==> config.mk <==
export PLATFORM = sky130hd
export DESIGN_NAME = elevator
export DESIGN_NICKNAME = d
export VERILOG_FILES = /design/src/rtl/elevator_pkg.sv /design/src/rtl/elevator_req_scan.sv /design/src/rtl/elevator.sv
export SDC_FILE = /design/constraint.sdc
export NUM_CORES = 1
export LEC_CHECK = 0
export BUFFER_PORTS_ARGS = -buffer_cell sky130_fd_sc_hd__buf_2
export CAP_MARGIN = 20
export CELL_PAD_IN_SITES_DETAIL_PLACEMENT = 0
export CELL_PAD_IN_SITES_GLOBAL_PLACEMENT = 1
export CORE_MARGIN = 10
export CORE_UTILIZATION = 40
export CTS_CLUSTER_SIZE = 28
export DETAILED_ROUTE_END_ITERATION = 10
export PLACE_DENSITY = 0.72
export SETUP_SLACK_MARGIN = 0.4
export SLEW_MARGIN = 10
export SYNTH_ARGS = -nofsm -noshare
export SYNTH_HDL_FRONTEND = slang
export SYNTH_SLANG_ARGS = --single-unit
==> constraint.sdc <==
create_clock -name clk -period 2.5 [get_ports clk]
set_clock_uncertainty 0.05 [all_clocks]
set_input_delay 0 -clock clk [delete_from_list [all_inputs] [get_ports clk]]
set_output_delay 0 -clock clk [all_outputs]
set_load 0.005 [all_outputs]
==> src/rtl/elevator_pkg.sv <==
// Shared types and default sizing for the single-car elevator controller.
package elevator_pkg;

    typedef enum logic [1:0] {
        IDLE    = 2'd0,
        MOVE_UP = 2'd1,
        MOVE_DN = 2'd2,
        DOOR    = 2'd3
    } state_t;

    typedef enum logic {
        UP = 1'b0,
        DN = 1'b1
    } dir_t;

    localparam int DEF_FLOORS      = 5;
    localparam int DEF_POS_W       = 3;
    localparam int DEF_DOOR_CYCLES = 3;

endpackage

==> src/rtl/elevator_req_scan.sv <==
// Classifies the effective request mask relative to the car: at, above or below floor_pos.
module elevator_req_scan
    import elevator_pkg::*;
#(
    parameter int FLOORS = DEF_FLOORS,
    parameter int POS_W  = DEF_POS_W
) (
    input  logic [FLOORS-1:0] eff,
    input  logic [POS_W-1:0]  floor_pos,
    output logic              here,
    output logic              above,
    output logic              below
);

    always_comb begin
        here  = 1'b0;
        above = 1'b0;
        below = 1'b0;
        for (int i = 0; i < FLOORS; i++) begin
            if (eff[i]) begin
                if (i == int'(floor_pos)) here  = 1'b1;
                if (i >  int'(floor_pos)) above = 1'b1;
                if (i <  int'(floor_pos)) below = 1'b1;
            end
        end
    end

endmodule

==> src/rtl/elevator.sv <==
// Single-car LOOK elevator: pending request mask, car FSM, position counter and door timer.
//   state   | meaning
//   IDLE    | parked, no request ahead or behind
//   MOVE_UP | stepping up one floor per clock
//   MOVE_DN | stepping down one floor per clock
//   DOOR    | door open at floor_pos, timer counting down
module elevator
    import elevator_pkg::*;
#(
    parameter int FLOORS      = DEF_FLOORS,
    parameter int POS_W       = DEF_POS_W,
    parameter int DOOR_CYCLES = DEF_DOOR_CYCLES
) (
    input  logic              clk,
    input  logic              reset,
    input  logic [FLOORS-1:0] floor_req,
    output logic [POS_W-1:0]  floor_pos,
    output logic              door_open,
    output logic              moving_up,
    output logic              moving_dn
);

    localparam int CNT_W = (DOOR_CYCLES > 1) ? $clog2(DOOR_CYCLES) : 1;
    localparam logic [CNT_W-1:0] CNT_LOAD = CNT_W'(DOOR_CYCLES - 1);

    state_t             state, state_nxt;
    dir_t               dir, dir_nxt;
    logic [FLOORS-1:0]  pending, pending_nxt, eff;
    logic [POS_W-1:0]   pos_nxt;
    logic [CNT_W-1:0]   door_cnt, cnt_nxt;
    logic               here, above, below;
    logic               clear_here;
    state_t             resume_state;
    dir_t               resume_dir;

    assign eff = pending | floor_req;

    elevator_req_scan #(
        .FLOORS (FLOORS),
        .POS_W  (POS_W)
    ) u_scan (
        .eff       (eff),
        .floor_pos (floor_pos),
        .here      (here),
        .above     (above),
        .below     (below)
    );

    // LOOK choice shared by IDLE and door expiry: prefer the current direction.
    always_comb begin
        resume_state = IDLE;
        resume_dir   = dir;
        if (dir == UP) begin
            if (above) begin
                resume_state = MOVE_UP;
                resume_dir   = UP;
            end else if (below) begin
                resume_state = MOVE_DN;
                resume_dir   = DN;
            end
        end else begin
            if (below) begin
                resume_state = MOVE_DN;
                resume_dir   = DN;
            end else if (above) begin
                resume_state = MOVE_UP;
                resume_dir   = UP;
            end
        end
    end

    always_comb begin
        state_nxt  = state;
        dir_nxt    = dir;
        pos_nxt    = floor_pos;
        cnt_nxt    = door_cnt;
        clear_here = 1'b0;
        case (state)
            IDLE: begin
                if (here) begin
                    state_nxt  = DOOR;
                    clear_here = 1'b1;
                    cnt_nxt    = CNT_LOAD;
                end else begin
                    state_nxt = resume_state;
                    dir_nxt   = resume_dir;
                end
            end
            MOVE_UP: begin
                if (here) begin
                    state_nxt  = DOOR;
                    clear_here = 1'b1;
                    cnt_nxt    = CNT_LOAD;
                end else if (above) begin
                    pos_nxt = floor_pos + 1'b1;
                end else if (below) begin
                    state_nxt = MOVE_DN;
                    dir_nxt   = DN;
                end else begin
                    state_nxt = IDLE;
                end
            end
            MOVE_DN: begin
                if (here) begin
                    state_nxt  = DOOR;
                    clear_here = 1'b1;
                    cnt_nxt    = CNT_LOAD;
                end else if (below) begin
                    pos_nxt = floor_pos - 1'b1;
                end else if (above) begin
                    state_nxt = MOVE_UP;
                    dir_nxt   = UP;
                end else begin
                    state_nxt = IDLE;
                end
            end
            DOOR: begin
                // Requests for this floor are absorbed without extending the timer.
                clear_here = 1'b1;
                if (door_cnt == '0) begin
                    state_nxt = resume_state;
                    dir_nxt   = resume_dir;
                end else begin
                    cnt_nxt = door_cnt - 1'b1;
                end
            end
            default: state_nxt = IDLE;
        endcase
    end

    always_comb begin
        pending_nxt = eff;
        for (int i = 0; i < FLOORS; i++) begin
            if (clear_here && (i == int'(floor_pos))) pending_nxt[i] = 1'b0;
        end
    end

    always_ff @(posedge clk or negedge reset) begin
        if (!reset) begin
            state     <= IDLE;
            dir       <= UP;
            floor_pos <= '0;
            pending   <= '0;
            door_cnt  <= '0;
        end else begin
            state     <= state_nxt;
            dir       <= dir_nxt;
            floor_pos <= pos_nxt;
            pending   <= pending_nxt;
            door_cnt  <= cnt_nxt;
        end
    end

    assign door_open = (state == DOOR);
    assign moving_up = (state == MOVE_UP);
    assign moving_dn = (state == MOVE_DN);

endmodule

==> impl_metrics.env, run 1 <==
export IMPL_grt_pass1_vias=1022
export IMPL_worstMarginPinSlew_ns=0.4149
export IMPL_synth_top_family_by_area="compound AO/OA/AOI/OAI gates"
export IMPL_cp_max_fo=6
export IMPL_gp_congestion=0.8246
export IMPL_io_pins=13
export IMPL_port_buffers=12
export IMPL_placementRows=18
export IMPL_fmax_ghz=0.4792
export IMPL_clock_latency_ns=0.29
export IMPL_worstSetupEndpointType="flop"
export IMPL_pwr_share_clk_pct=5.8
export IMPL_power_leakage_uw=0.0006171
export IMPL_avgViaCountPerCell=5.836
export IMPL_worst_endpoint_arrival_ns=2.22
export IMPL_status="finished clean"
export IMPL_pre_cts_ws_ns=0.1827
export IMPL_internal_power_uw=1273
export IMPL_synth_top_cell_by_area="dfrtp_1"
export IMPL_route_detailed_drc=0
export IMPL_wl_um=3076
export IMPL_overflow=0
export IMPL_initial_utilization_pct=42.39
export IMPL_final_hold_viol_count=0
export IMPL_yosys_top_cells_count="dfrtp_1, ha_1, nor2_1"
export IMPL_finalNetCount=167
export IMPL_synth_area_sq_um=1060
export IMPL_cellPowerDensity_nw_per_um2=1614
export IMPL_die_y_um=71.47
export IMPL_syn_mean_instance_area_sq_um=9.215
export IMPL_final_core_util_pct=60.56
export IMPL_yosys_cell_types_count=41
export IMPL_fin_crit_sh_pct=83.46
export IMPL_switchingPower_uw=1170
export IMPL_fin_area_sq_um=1514
export IMPL_wl_per_cell_um=17.38
export IMPL_path_clk_slew_ns=0.09
export IMPL_antenna_found_initial=0
export IMPL_antennaDiodeCount=0
export IMPL_syn_inst=115
export IMPL_synth_edf_count=0
export IMPL_synth_simple_gate_area_share_pct=13.93
export IMPL_seqCellArea_sq_um=329.1
export IMPL_place_area_sq_um=1141
export IMPL_drive_gt1_share_pct=43.54
export IMPL_hold_class="input pin to asynchronous set/reset pin"
export IMPL_synth_area_top_cells="dfrtp_1, ha_1, nor2_1"
export IMPL_cts_sinks=13
export IMPL_period_needed_ns=2.087
export IMPL_hold_slack_ns=0.08249
export IMPL_synth_compound_area_share_pct=31.88
export IMPL_rsz0062_at_grt="yes"
export IMPL_yosys_area_share_adder_pct=14.17
export IMPL_start_kind="flop"
export IMPL_core_sq_um=2500
export IMPL_fillers=196
export IMPL_switching_share_pct=47.91
export IMPL_yosys_area_share_xor_xnor_pct=1.653
export IMPL_setup_ws_ns=0.4134
export IMPL_grt_pass1_wl_um=4912
export IMPL_drtIter0Drc=68
export IMPL_p_seq_share_pct=18.4
export IMPL_synth_flop_cell="dfrtp_1"
export IMPL_ys_seq_area_share_pct=30.70
export IMPL_area_delta_synth_final_pct=42.86
export IMPL_fp_dieW_um=71.47
export IMPL_dr_pass1_iters=4
export IMPL_num_vias=1033
export IMPL_ys_ff_latch=13
export IMPL_slew_violations=0
export IMPL_synthArstFlopShare_pct=100.0
export IMPL_synth_most_common_cell="dfrtp_1"
export IMPL_cts_buffers=3
export IMPL_cts_tree="done"
export IMPL_setup_viol=0
export IMPL_ctsLongestPathBuffers=2
export IMPL_grt_max_degree=14
export IMPL_r2r_slack_ns=0.41
export IMPL_htreeDepth=1
export IMPL_dpl_hpwl_um=1904
export IMPL_comb_power_share_pct=75.8
export IMPL_crit_required_ns=2.63
export IMPL_path_class="flop to flop"
export IMPL_relSlewSlack_pct=72.34
export IMPL_muxShareOfSynthArea_pct=1.889
export IMPL_ir_drop_mv=0.8384
export IMPL_clockRootBuffer="clkbuf_4"
export IMPL_multi_input_area_sq_um=847.1
export IMPL_antenna_left=0
export IMPL_dieArea_sq_um=5108
export IMPL_synth_fp_nets=134
export IMPL_tns_ns=0
export IMPL_yosysTopAreaCellShare_pct=30.70
export IMPL_yosys_warnings=0
export IMPL_drv_cap=0
export IMPL_grt_total_usage_pct=11.65
==> logic make-up after synthesis <==
family,count (synthesis)
compound gates,45
simple gates,28
buf+inv,13
flops,13
fa+ha+maj,12
xor+xnor,2
mux,2
==> state kept, by name (all words and copies together), names as in the netlist <==
name	flops
dir	1
door_cnt	2
floor_pos	3
pending	5
state	2
==> path summary, 6_finish.rpt <==
| path | startpoint | end | cells past startpoint |
|---|---|---|---|
| hold reg to reg | door_cnt[1] | door_cnt[1] | 2 |
| setup / recovery | floor_pos[0] | floor_pos[1] | 8 |
| min in group clk | floor_req[3] | pending[3] | 4 |
| hold / removal | reset | door_cnt[1] | 2 |
| setup reg to reg | floor_pos[0] | floor_pos[1] | 8 |
| max in group asynchronous | reset | floor_pos[0] | 2 |
==> routing by layer <==
layer  GRT usage (%)  wire length (um)  vias to the layer above
li1                -                 -                      493
met1           14.58              1414                      505
met2           18.43              1475                       28
met3           2.204               114                        7
met4           6.022                71                        0
met5               0                 0                        -
==> area by class of cell <==
class / instances / area share (%)
Tap cell: 30 / 2.479
Multi-Input combinational cell: 90 / 55.95
Sequential cell: 13 / 21.74
Timing Repair Buffer: 30 / 15.12
Clock buffer: 4 / 1.736
Inverter: 10 / 2.975
==> worst max-delay path, stage by stage (launching register included) <==
cell and delay, ns:
dfrtp_2 0.44, buf_6 0.14, buf_6 0.12, o22ai_2 0.09, a32oi_1 0.12, o41a_4 0.42
and2_4 0.19, o211a_1 0.19, o221a_2 0.21
==> timing repair <==
item / CTS / global route
buffers inserted: 9 / 3
hold endpoints to repair: 18 / 0
cloned: 1 / 0
endpoints found under the setup margin: 6 / 6
gates resized for setup: 20 / 19
pin swaps: 13 / 14
hold buffers: 6 / 0
==> per-stage QoR <==
stage / cells / power (uW)
floorplan: 115 / 1427
global placement: 154 / 1719
detailed placement: 154 / 1726
CTS: 174 / 2206
global route: 177 / 2638
finish: 177 / 2443
==> power by group through the flow <==
stage          Clock [uW]  Combinational (uW)  Sequential, uW
6_report              142                1850             450
5_1_grt               158                2020             464
3_3_place_gp            0                1260             455
3_5_place_dp            0                1270             459
4_1_cts               147                1630             433
2_1_floorplan           0                1010             416
==> cell usage in the layout, fill, tap and decap left out, types with 2 or more instances in the layout <==
master and count:
a21oi_1 3, a21oi_2 3, a31oi_1 4, a31oi_2 2
buf_2 12, buf_4 7, buf_6 5, clkbuf_4 3
dfrtp_1 10, dfrtp_2 3, dlygate4sd3_1 6, ha_1 7
ha_4 4, inv_1 7, mux2i_1 2, nand2_1 6
nand3_1 2, nor2_1 12, nor2_4 2, o211ai_1 4
o21ai_0 7, o21ai_2 2, xnor2_1 2
Power figures use the tool's default switching activity.
==> run 2, diff against run 1 <==
--- a/config.mk
+++ b/config.mk
@@ -10,10 +10,10 @@
 export CELL_PAD_IN_SITES_DETAIL_PLACEMENT = 0
 export CELL_PAD_IN_SITES_GLOBAL_PLACEMENT = 1
 export CORE_MARGIN = 10
-export CORE_UTILIZATION = 40
+export CORE_UTILIZATION = 39
 export CTS_CLUSTER_SIZE = 28
 export DETAILED_ROUTE_END_ITERATION = 10
-export PLACE_DENSITY = 0.72
+export PLACE_DENSITY = 0.73
 export SETUP_SLACK_MARGIN = 0.4
 export SLEW_MARGIN = 10
 export SYNTH_ARGS = -nofsm -noshare
==> constraint.sdc (replaced) <==
create_clock -name clk -period 1.7 [get_ports clk]
set_clock_uncertainty 0.05 [all_clocks]
set_input_delay 0 -clock clk [delete_from_list [all_inputs] [get_ports clk]]
set_output_delay 0 -clock clk [all_outputs]
set_load 0.005 [all_outputs]
==> run 2 against run 1 <==
Critical path depth stayed put. Cell count is 10% higher. Non-clock buffer count is 19 higher. Worst hold slack worse by 0.032 ns. Largest power group unchanged. Largest cell class unchanged. Sequential share of layout area is 3.0 points lower. Fmax is 2.2% lower. Design area is 15% higher. Power is 76% higher. Clock power is 45% higher. The run now ends with setup timing left.
==> impl_metrics.env, run 2 (synthesis gave the netlist of run 1 again) <==
export IMPL_status="finished, violations left"
export IMPL_violations="setup timing"
export IMPL_initial_utilization_pct=41.64
export IMPL_worstMarginPinSlew_ns=0.4500
export IMPL_tns_ns=-2.837
export IMPL_clock_latency_ns=0.28
export IMPL_ir_drop_mv=1.428
export IMPL_htreeDepth=1
export IMPL_worst_endpoint_arrival_ns=2.26
export IMPL_num_vias=1086
export IMPL_power_leakage_uw=0.0007389
export IMPL_grt_total_usage_pct=12.78
export IMPL_avgViaCountPerCell=5.569
export IMPL_final_hold_viol_count=0
export IMPL_hold_depth=3
export IMPL_cts_buffers=3
export IMPL_antenna_found_initial=0
export IMPL_dpl_hpwl_um=2294
export IMPL_crit_start="floor_pos[1]"
export IMPL_endpoint="floor_pos[2]"
export IMPL_grt_max_degree=14
export IMPL_dieArea_sq_um=5203
export IMPL_regMostFlops="pending"
export IMPL_drtIter0Drc=70
export IMPL_cts_sinks=13
export IMPL_wl_per_cell_um=17.97
export IMPL_r2r_end="floor_pos[2]"
export IMPL_start_kind="flop"
export IMPL_stdcell_count=195
export IMPL_top_regs="pending: 5 flops, floor_pos: 3 flops"
export IMPL_route_detailed_drc=0
export IMPL_cp_max_fo=6
export IMPL_dr_pass1_iters=4
export IMPL_final_core_util_pct=68.63
export IMPL_ctsLongestPathBuffers=2
export IMPL_path_clk_slew_ns=0.09
export IMPL_antenna_left=0
export IMPL_largest_reg_flops=5
export IMPL_cellPowerDensity_nw_per_um2=2461
export IMPL_io_pins=13
export IMPL_setup_ws_ns=-0.4326
export IMPL_drv_cap=0
export IMPL_rsz0062_at_grt="yes"
export IMPL_layout_cells_most_common_list="buf_4, buf_6, nor2_1, dfrtp_1, buf_2"
export IMPL_drive_gt1_share_pct=55.76
export IMPL_finalNetCount=185
export IMPL_fp_dieW_um=72.13
export IMPL_area_delta_synth_final_pct=64.82
export IMPL_period_needed_ns=2.133
export IMPL_rr_worst_depth=8
export IMPL_port_buffers=12
export IMPL_wl_um=3504
export IMPL_worstSetupEndpointType="flop"
export IMPL_gp_congestion=0.8136
export IMPL_hold_class="input pin to flop"
export IMPL_r2r_slack_ns=-0.43
export IMPL_final_common_cell="buf_4"
export IMPL_rr_startpoint="floor_pos[1]"
export IMPL_slew_violations=0
export IMPL_dp_cells=179
export IMPL_overflow=0
export IMPL_setup_viol=8
export IMPL_cts_tree="done"
export IMPL_die_y_um=72.13
export IMPL_placementRows=18
export IMPL_grt_pass1_vias=1150
export IMPL_fin_crit_sh_pct=125.4
export IMPL_relSlewSlack_pct=69.89
export IMPL_clockRootBuffer="clkbuf_4"
export IMPL_core_sq_um=2545
export IMPL_antennaDiodeCount=0
export IMPL_path_class="flop to flop"
export IMPL_crit_required_ns=1.83
export IMPL_grt_pass1_wl_um=5471
export IMPL_fmax_ghz=0.4689
export IMPL_fillers=190
[run 2: cell count changes in the layout (fill, tap and decap cells not counted), moves of 2 or more]
cell	delta
buf_2	-2
ha_1	-3
a31oi_2	-2
o21ai_1	+3
ha_4	+3
o21ai_0	-3
buf_6	+8
inv_1	-2
buf_4	+16
dlygate4sd3_1	-4
[run 2: stage by stage]
step                hold WS [ns]  worst slack, ns  power [uW]  area, sq um
floorplan                -0.3456          -0.3287        2234         1109
global placement         -0.1326          -0.3461        3065         1375
detailed placement       -0.1319          -0.4005        3149         1375
CTS                     0.007031          -0.3923        3725         1558
global route             0.06042          -0.5241        4587         1747
finish                   0.05098          -0.4326        4299         1747
[run 2: worst min path at each step]
stage,startpoint,endpoint,slack [ns]
6_report,floor_req[1],pending[1],0.05
5_1_grt,floor_req[1],pending[1],0.06
4_1_cts,floor_req[1],pending[1],0.007
3_5_place_dp,reset,door_cnt[0],-0.13
3_3_place_gp,reset,door_cnt[0],-0.13
2_1_floorplan,reset,dir,-0.35
[run 2: where the power goes]
group          internal [uW]  total, uW  switching (uW)
logic                   1770       3440            1660
clock network           91.0        206             115
registers                473        655             182
total                   2340       4300            1960
[run 2: final cells by class]
class                   instances  area (sq um)  share of cell area, %
flip-flops and latches         13         327.8                  18.77
repair buffers                 49         409.1                  23.42
well taps                      30         37.54                  2.149
multi-input cells              89         898.4                  51.43
clock buffers                   4         26.28                  1.504
inverters                      10         47.55                  2.722
[run 2: metal layers]
layer | track usage (%) | part of all wire, % | vias up
li1 | - | - | 527
met1 | 15.51 | 45 | 533
met2 | 21.48 | 50 | 24
met3 | 2.857 | 4.3 | 2
met4 | 4.516 | 0.60 | 0
met5 | 0 | 0 | -
[run 2: critical path, stage by stage (launching register included)]
cell and delay (ns):
dfrtp_2 0.47, buf_4 0.16, buf_6 0.11, ha_4 0.15, ha_4 0.17, a211o_4 0.37
o21ai_4 0.21, o211ai_1 0.12, a32o_1 0.22
[run 2: what timing repair did]
action,4_1_cts,5_1_grt
pin swaps,5,5
setup buffers,4,6
gates resized for setup,22,28
hold endpoints to repair,14,0
hold buffers,2,0
setup endpoints to repair,11,11
